### src/rtl/instr_fetch_unit.sv
// Instruction fetch unit: issues imem reads at the fetch PC and buffers {pc, instr} for decode.
// Optional IFU_MISALIGN_TRAP_EN: misaligned redirect targets raise a sticky fault and halt fetch.
module instr_fetch_unit #(
  parameter logic [31:0] RESET_PC   = 32'h0000_0000,
  parameter int          FIFO_DEPTH = 2
) (
  input  logic        clk,
  input  logic        reset,
  input  logic        pc_sel,
  input  logic [31:0] alu_out,
  output logic        imem_req,
  output logic [31:0] imem_addr,
  input  logic        imem_ack,
  input  logic [31:0] imem_rdata,
  output logic        if_valid,
  output logic [31:0] if_pc,
  output logic [31:0] if_instr,
  input  logic        if_ready,
  output logic        misalign_fault
);

  localparam int PTR_W = (FIFO_DEPTH > 1) ? $clog2(FIFO_DEPTH) : 1;
  localparam int CNT_W = $clog2(FIFO_DEPTH + 1);

  typedef enum logic [1:0] {IDLE, BUSY, DROP} state_e;

  state_e             state_q, state_d;
  logic [31:0]        fetch_pc_q, fetch_pc_d;
  logic [31:0]        addr_q, addr_d;
  logic [CNT_W-1:0]   cnt_q, cnt_d, cnt_after;
  logic [PTR_W-1:0]   rd_ptr_q, rd_ptr_d, wr_ptr_q, wr_ptr_d;
  logic [31:0]        buf_pc_q    [FIFO_DEPTH];
  logic [31:0]        buf_instr_q [FIFO_DEPTH];
  logic [31:0]        redirect_pc;
  logic               halt, push, pop, space;

`ifdef IFU_MISALIGN_TRAP_EN
  logic fault_q, fault_d;

  assign redirect_pc = alu_out;

  always_comb begin
    fault_d = fault_q;
    if (pc_sel) fault_d = (alu_out[1:0] != 2'b00);
  end

  always_ff @(posedge clk) begin
    if (reset) fault_q <= 1'b0;
    else       fault_q <= fault_d;
  end

  assign halt           = fault_q;
  assign misalign_fault = fault_q;
`else
  assign redirect_pc    = alu_out & 32'hFFFF_FFFC;
  assign halt           = 1'b0;
  assign misalign_fault = 1'b0;
`endif

  function automatic logic [PTR_W-1:0] ptr_inc(input logic [PTR_W-1:0] p);
    return (p == PTR_W'(FIFO_DEPTH - 1)) ? '0 : p + PTR_W'(1);
  endfunction

  // imem handshake: imem_req and imem_addr are registered and held stable until the
  // cycle imem_ack is seen high; a transfer completes on a posedge with req && ack.
  assign imem_req  = (state_q != IDLE);
  assign imem_addr = addr_q;

  assign push = (state_q == BUSY) && imem_ack && !pc_sel;
  assign pop  = (cnt_q != '0) && if_ready;

  // Space is judged on the occupancy after this edge so a pop frees a slot immediately.
  always_comb begin
    cnt_after = cnt_q + CNT_W'(push) - CNT_W'(pop);
    space     = (cnt_after < CNT_W'(FIFO_DEPTH));
  end

  always_comb begin
    state_d    = state_q;
    fetch_pc_d = fetch_pc_q;
    addr_d     = addr_q;
    if (pc_sel)    fetch_pc_d = redirect_pc;
    else if (push) fetch_pc_d = fetch_pc_q + 32'd4;
    case (state_q)
      IDLE: begin
        if (!pc_sel && space && !halt) begin
          state_d = BUSY;
          addr_d  = fetch_pc_q;
        end
      end
      BUSY: begin
        if (imem_ack) begin
          if (!pc_sel && space && !halt) addr_d  = fetch_pc_d;
          else                           state_d = IDLE;
        end else if (pc_sel) begin
          state_d = DROP;
        end
      end
      DROP: begin
        if (imem_ack) state_d = IDLE;
      end
      default: state_d = IDLE;
    endcase
  end

  always_comb begin
    cnt_d    = cnt_after;
    rd_ptr_d = pop  ? ptr_inc(rd_ptr_q) : rd_ptr_q;
    wr_ptr_d = push ? ptr_inc(wr_ptr_q) : wr_ptr_q;
    if (pc_sel) begin
      cnt_d    = '0;
      rd_ptr_d = '0;
      wr_ptr_d = '0;
    end
  end

  always_ff @(posedge clk) begin
    if (reset) begin
      state_q    <= IDLE;
      fetch_pc_q <= RESET_PC;
      addr_q     <= RESET_PC;
      cnt_q      <= '0;
      rd_ptr_q   <= '0;
      wr_ptr_q   <= '0;
    end else begin
      state_q    <= state_d;
      fetch_pc_q <= fetch_pc_d;
      addr_q     <= addr_d;
      cnt_q      <= cnt_d;
      rd_ptr_q   <= rd_ptr_d;
      wr_ptr_q   <= wr_ptr_d;
    end
  end

  always_ff @(posedge clk) begin
    if (push) begin
      buf_pc_q[wr_ptr_q]    <= addr_q;
      buf_instr_q[wr_ptr_q] <= imem_rdata;
    end
  end

  assign if_valid = (cnt_q != '0);
  assign if_pc    = if_valid ? buf_pc_q[rd_ptr_q]    : 32'h0;
  assign if_instr = if_valid ? buf_instr_q[rd_ptr_q] : 32'h0;

endmodule

### config.mk
export PLATFORM = sky130hd
export DESIGN_NAME = instr_fetch_unit
export DESIGN_NICKNAME = d
export VERILOG_FILES = /design/src/rtl/instr_fetch_unit.sv
export SDC_FILE = /design/constraint.sdc
export NUM_CORES = 1
export LEC_CHECK = 0
export CORE_MARGIN = 2
export CORE_UTILIZATION = 56
export DETAILED_ROUTE_END_ITERATION = 16
export PLACE_DENSITY_LB_ADDON = 0.2
export SLEW_MARGIN = 20
export SYNTH_ARGS = -nofsm -noshare
export SYNTH_HDL_FRONTEND = slang
export SYNTH_SLANG_ARGS = --single-unit
### constraint.sdc
create_clock -name clk -period 12.1 [get_ports clk]
set_input_delay 1.815 -clock clk [delete_from_list [all_inputs] [get_ports clk]]
set_output_delay 1.815 -clock clk [all_outputs]
set_load 0.02 [all_outputs]
==> flow_summary_export.csv <==
group,metric,value,unit
status,outcome,"completed",
die,dieHeight,126.5,um
clocking,ctsLongestPathBuffers,2,
min_path,hp-class,"flip-flop to flip-flop",
clocking,clk_latency,0.43,ns
timing,fmax,215.6,MHz
clocking,post_cts_buffers,0,
die,die_w,126.5,um
die,die_area,16000,um^2
critical_path,start_kind,"primary input",
critical_path,slowest_delay,0.92,ns
die,ios,168,
timing,timing.slew.headroom,0.2994,
timing,fin_setup_tns,0,ns
global_routing,grtUsageTotal,0.2431,
yosys,post_synth_and_or_nand_nor_area_fraction,0.1448,
routing,routed_wl,18.95,mm
routing,drcViolationCount,0,
die,start_util,0.5758,
timing,fin_crit,4.638,ns
layout,drive_gt1_frac,0.05711,
yosys,async_reset_ff_frac,0,
place,hpwl,12.31,mm
global_routing,grt_pass1_wl,30.60,mm
critical_path,critPathCaptureType,"flip-flop",
critical_path,path_common_cell,"a21oi_1",
critical_path,criticalPathCategory,"primary input to flip-flop",
yosys,synth_compound_area_frac,0.08624,
pwr,p_int,1.101,mW
yosys,ys_dominant_reg_cell,"edfxtp_1",
critical_path,crit_required,12.45,ns
routing,viasPerCell,5.726,
yosys,synthCells,738,
yosys,synth_enable_flop_cells,128,
yosys,syn_nets,809,
clocking,numCtsBuffers,17,
pwr,clkPwrFrac,0.382,
timing,hold_violations,0,
timing,tightestPinTransition,1.051,ns
critical_path,cp_num_buf_inv,2,
layout,area_growth,27.39,%
yosys,synthesis.area,8401,um^2
timing,fin_skew,0.005992,ns
clocking,clk_pin_slew_worst_paths,0.06,ns
routing,ant_nets,0,
yosys,synth_warnings,0,
timing,fin_ws,7.462,ns
yosys,ys_seq_elements,199,
die,fp-row-count,44,
pwr,p_comb_frac,0.086,
layout,diodes,0,
clocking,ctsRootBufferMaster,"clkbuf_16",
job,maxCapViolCount,0,
critical_path,critPathSlowestCell,"nor4_4",
place,place_congestion,0.9091,
global_routing,grt_pass1_vias,5943,
timing,setup_viol,0,
global_routing,grt_max_degree,66,
clocking,cts_resized,0,
timing,period_share,0.3833,
layout,fin_nets,951,
yosys,synthMuxAreaShare,0.08102,
yosys,synth.distinct_cells,54,
routing,avgRoutedWirePerCell,17.60,um
timing,drv_slew,0,
pwr,p_total,1.425,mW
routing,drt_iter0_drc,507,
clocking,cts_tree,"built",
pwr,swShare,0.2273,
pwr,cellPowerDensity,133.2,nW/um^2
layout,fillers,1009,
yosys,synth_top_family_by_area,"simple AND/OR/NAND/NOR gates",
critical_path,critPathTopFamily,"simple AND/OR/NAND/NOR gates",
yosys,avgSynthCellArea,11.38,um^2
global_routing,overflow,0,
clocking,cts.hold.buffers_added,0,
pwr,switchingPower,0.3239,mW
yosys,synth_xor_area_frac,0.02815,
clocking,cts.sinks,199,
place,io_buffers,164,
routing,firstDrtPassIters,5,
clocking,cts-htree-levels,4,
die,core_area,14590,um^2
critical_path,crit_chain,"clkdlybuf4s50_1, buf_4, nand4bb_1, nor4_4, a31o_2, a21oi_1, or3_1, a21oi_1",
yosys,synth_fa_ha_area_frac,0.002979,
timing,rsz0062_at_grt,"false",
critical_path,crit_arrival,4.99,ns
yosys,synth-seq-area-share,0.6268,
pwr,seqPwrFrac,0.532,
pwr,peakVddDrop,95.97,uV
pwr,total_leakage_power,3.487,nW
global_routing,antenna_found_initial,0,
routing,vias,6167,
critical_path,path_max_fanout,49,
place,dpl_worst_slack,7.072,ns
through the flow:
step / util / cell area [um^2] / instances / hold slack, ns
floorplan: - / 8401 / 738 / 0.4294
global placement: 0.6949 / 10140 / 1045 / 0.4426
detailed placement: 0.6949 / 10140 / 1045 / 0.4433
CTS: 0.7335 / 10700 / 1077 / 0.4635
global route: 0.7335 / 10700 / 1077 / 0.5075
finish: 0.7335 / 10700 / 1077 / 0.4630
layer usage:
layer | up-vias | routed length [um] | track usage
li1 | 2959 | - | -
met1 | 2930 | 8010 | 0.3179
met2 | 243 | 9199 | 0.3913
met3 | 35 | 1258 | 0.05146
met4 | 0 | 486 | 0.1118
met5 | - | 0 | 0
cell usage after synthesis (11+ instances only):
library cell	n	area [um^2]
edfxtp_1	128	3844
o21ai_0	26	130.1
nand4_1	13	81.33
mux2i_1	68	680.7
nor3_1	19	95.09
xnor2_1	22	192.7
a21oi_1	46	230.2
nor2_1	117	439.2
dfxtp_1	71	1421
nand3_1	16	80.08
nand2_1	58	217.7
clkbuf_1	33	123.9
a31oi_1	11	68.82
registers in the layout, indices dropped and copies added (netlist names), named ones only:
| signal | count |
|---|---|
| buf_instr_q | 64 |
| buf_pc_q | 64 |
| fetch_pc_q | 32 |
| imem_addr | 32 |
| cnt_q | 2 |
| state_q | 2 |
| rd_ptr_q | 1 |
| wr_ptr_q | 1 |
final timing paths:
check	slack (ns)	to	start	cells past startpoint
worst min-delay path	0.46	fetch_pc_q[0]$_SDFF_PP0_	fetch_pc_q[0]$_SDFF_PP0_	1
worst max-delay path	7.46	imem_addr[18]$_SDFFE_PP0P_	pc_sel	8
worst max register to register	9.05	imem_addr[26]$_SDFFE_PP0P_	cnt_q[1]$_SDFF_PP0_	11
worst min register to register	0.46	fetch_pc_q[0]$_SDFF_PP0_	fetch_pc_q[0]$_SDFF_PP0_	1
cells by family (layout without fill, tap and decap cells):
| kind of cell | Yosys count | in the layout |
|---|---|---|
| AND/OR/NAND/NOR | 263 | 263 |
| flip-flops | 199 | 199 |
| AO/OA/AOI/OAI | 120 | 120 |
| multiplexers | 68 | 68 |
| buffers and inverters | 58 | 213 |
| XOR/XNOR | 27 | 27 |
| adder cells (fa/ha/maj) | 2 | 2 |
| other | 1 | 1 |
placed cells by master (no fill, tap or decap), types with 5 or more instances in the layout:
cell type / count
clkdlybuf4s50_1: 163
edfxtp_1: 128
nor2_1: 115
dfxtp_1: 70
mux2i_1: 68
nand2_1: 58
a21oi_1: 46
o21ai_0: 26
xnor2_1: 22
nor3_1: 18
clkbuf_16: 17
nand3_1: 16
nand4_1: 13
a31oi_1: 11
inv_1: 9
nor4_1: 9
or3_1: 8
buf_4: 8
o22ai_1: 7
and2_1: 6
xor2_1: 5
power groups by stage:
stage / sequential (mW) / clock [mW] / combinational [mW]
4_1_cts: 0.758 / 0.553 / 0.123
2_1_floorplan: 0.776 / 0 / 0.0590
5_1_grt: 0.760 / 0.582 / 0.133
3_3_place_gp: 0.771 / 0 / 0.119
6_report: 0.758 / 0.544 / 0.123
3_5_place_dp: 0.773 / 0 / 0.122
area by class of cell:
type | count | area, um^2 | area share
multi-input combinational | 481 | 2908 | 0.2717
tap | 184 | 230.2 | 0.02151
timing repair buffer | 172 | 1697 | 0.1585
sequential | 199 | 5269 | 0.4923
clock buffer | 19 | 432.9 | 0.04045
inverter | 9 | 33.78 | 0.003157
clock inverter | 13 | 131.4 | 0.01228
worst reg2reg max path, delay by kind of cell, from the launching register on:
family / cells / cell delay, ns
flops: 1 / 0.36
simple gates: 4 / 0.64
compound gates: 2 / 0.47
xor+xnor: 1 / 0.14
fa+ha+maj: 1 / 0.21
buf+inv: 3 / 1.13
(Power assumes the default switching activity.)
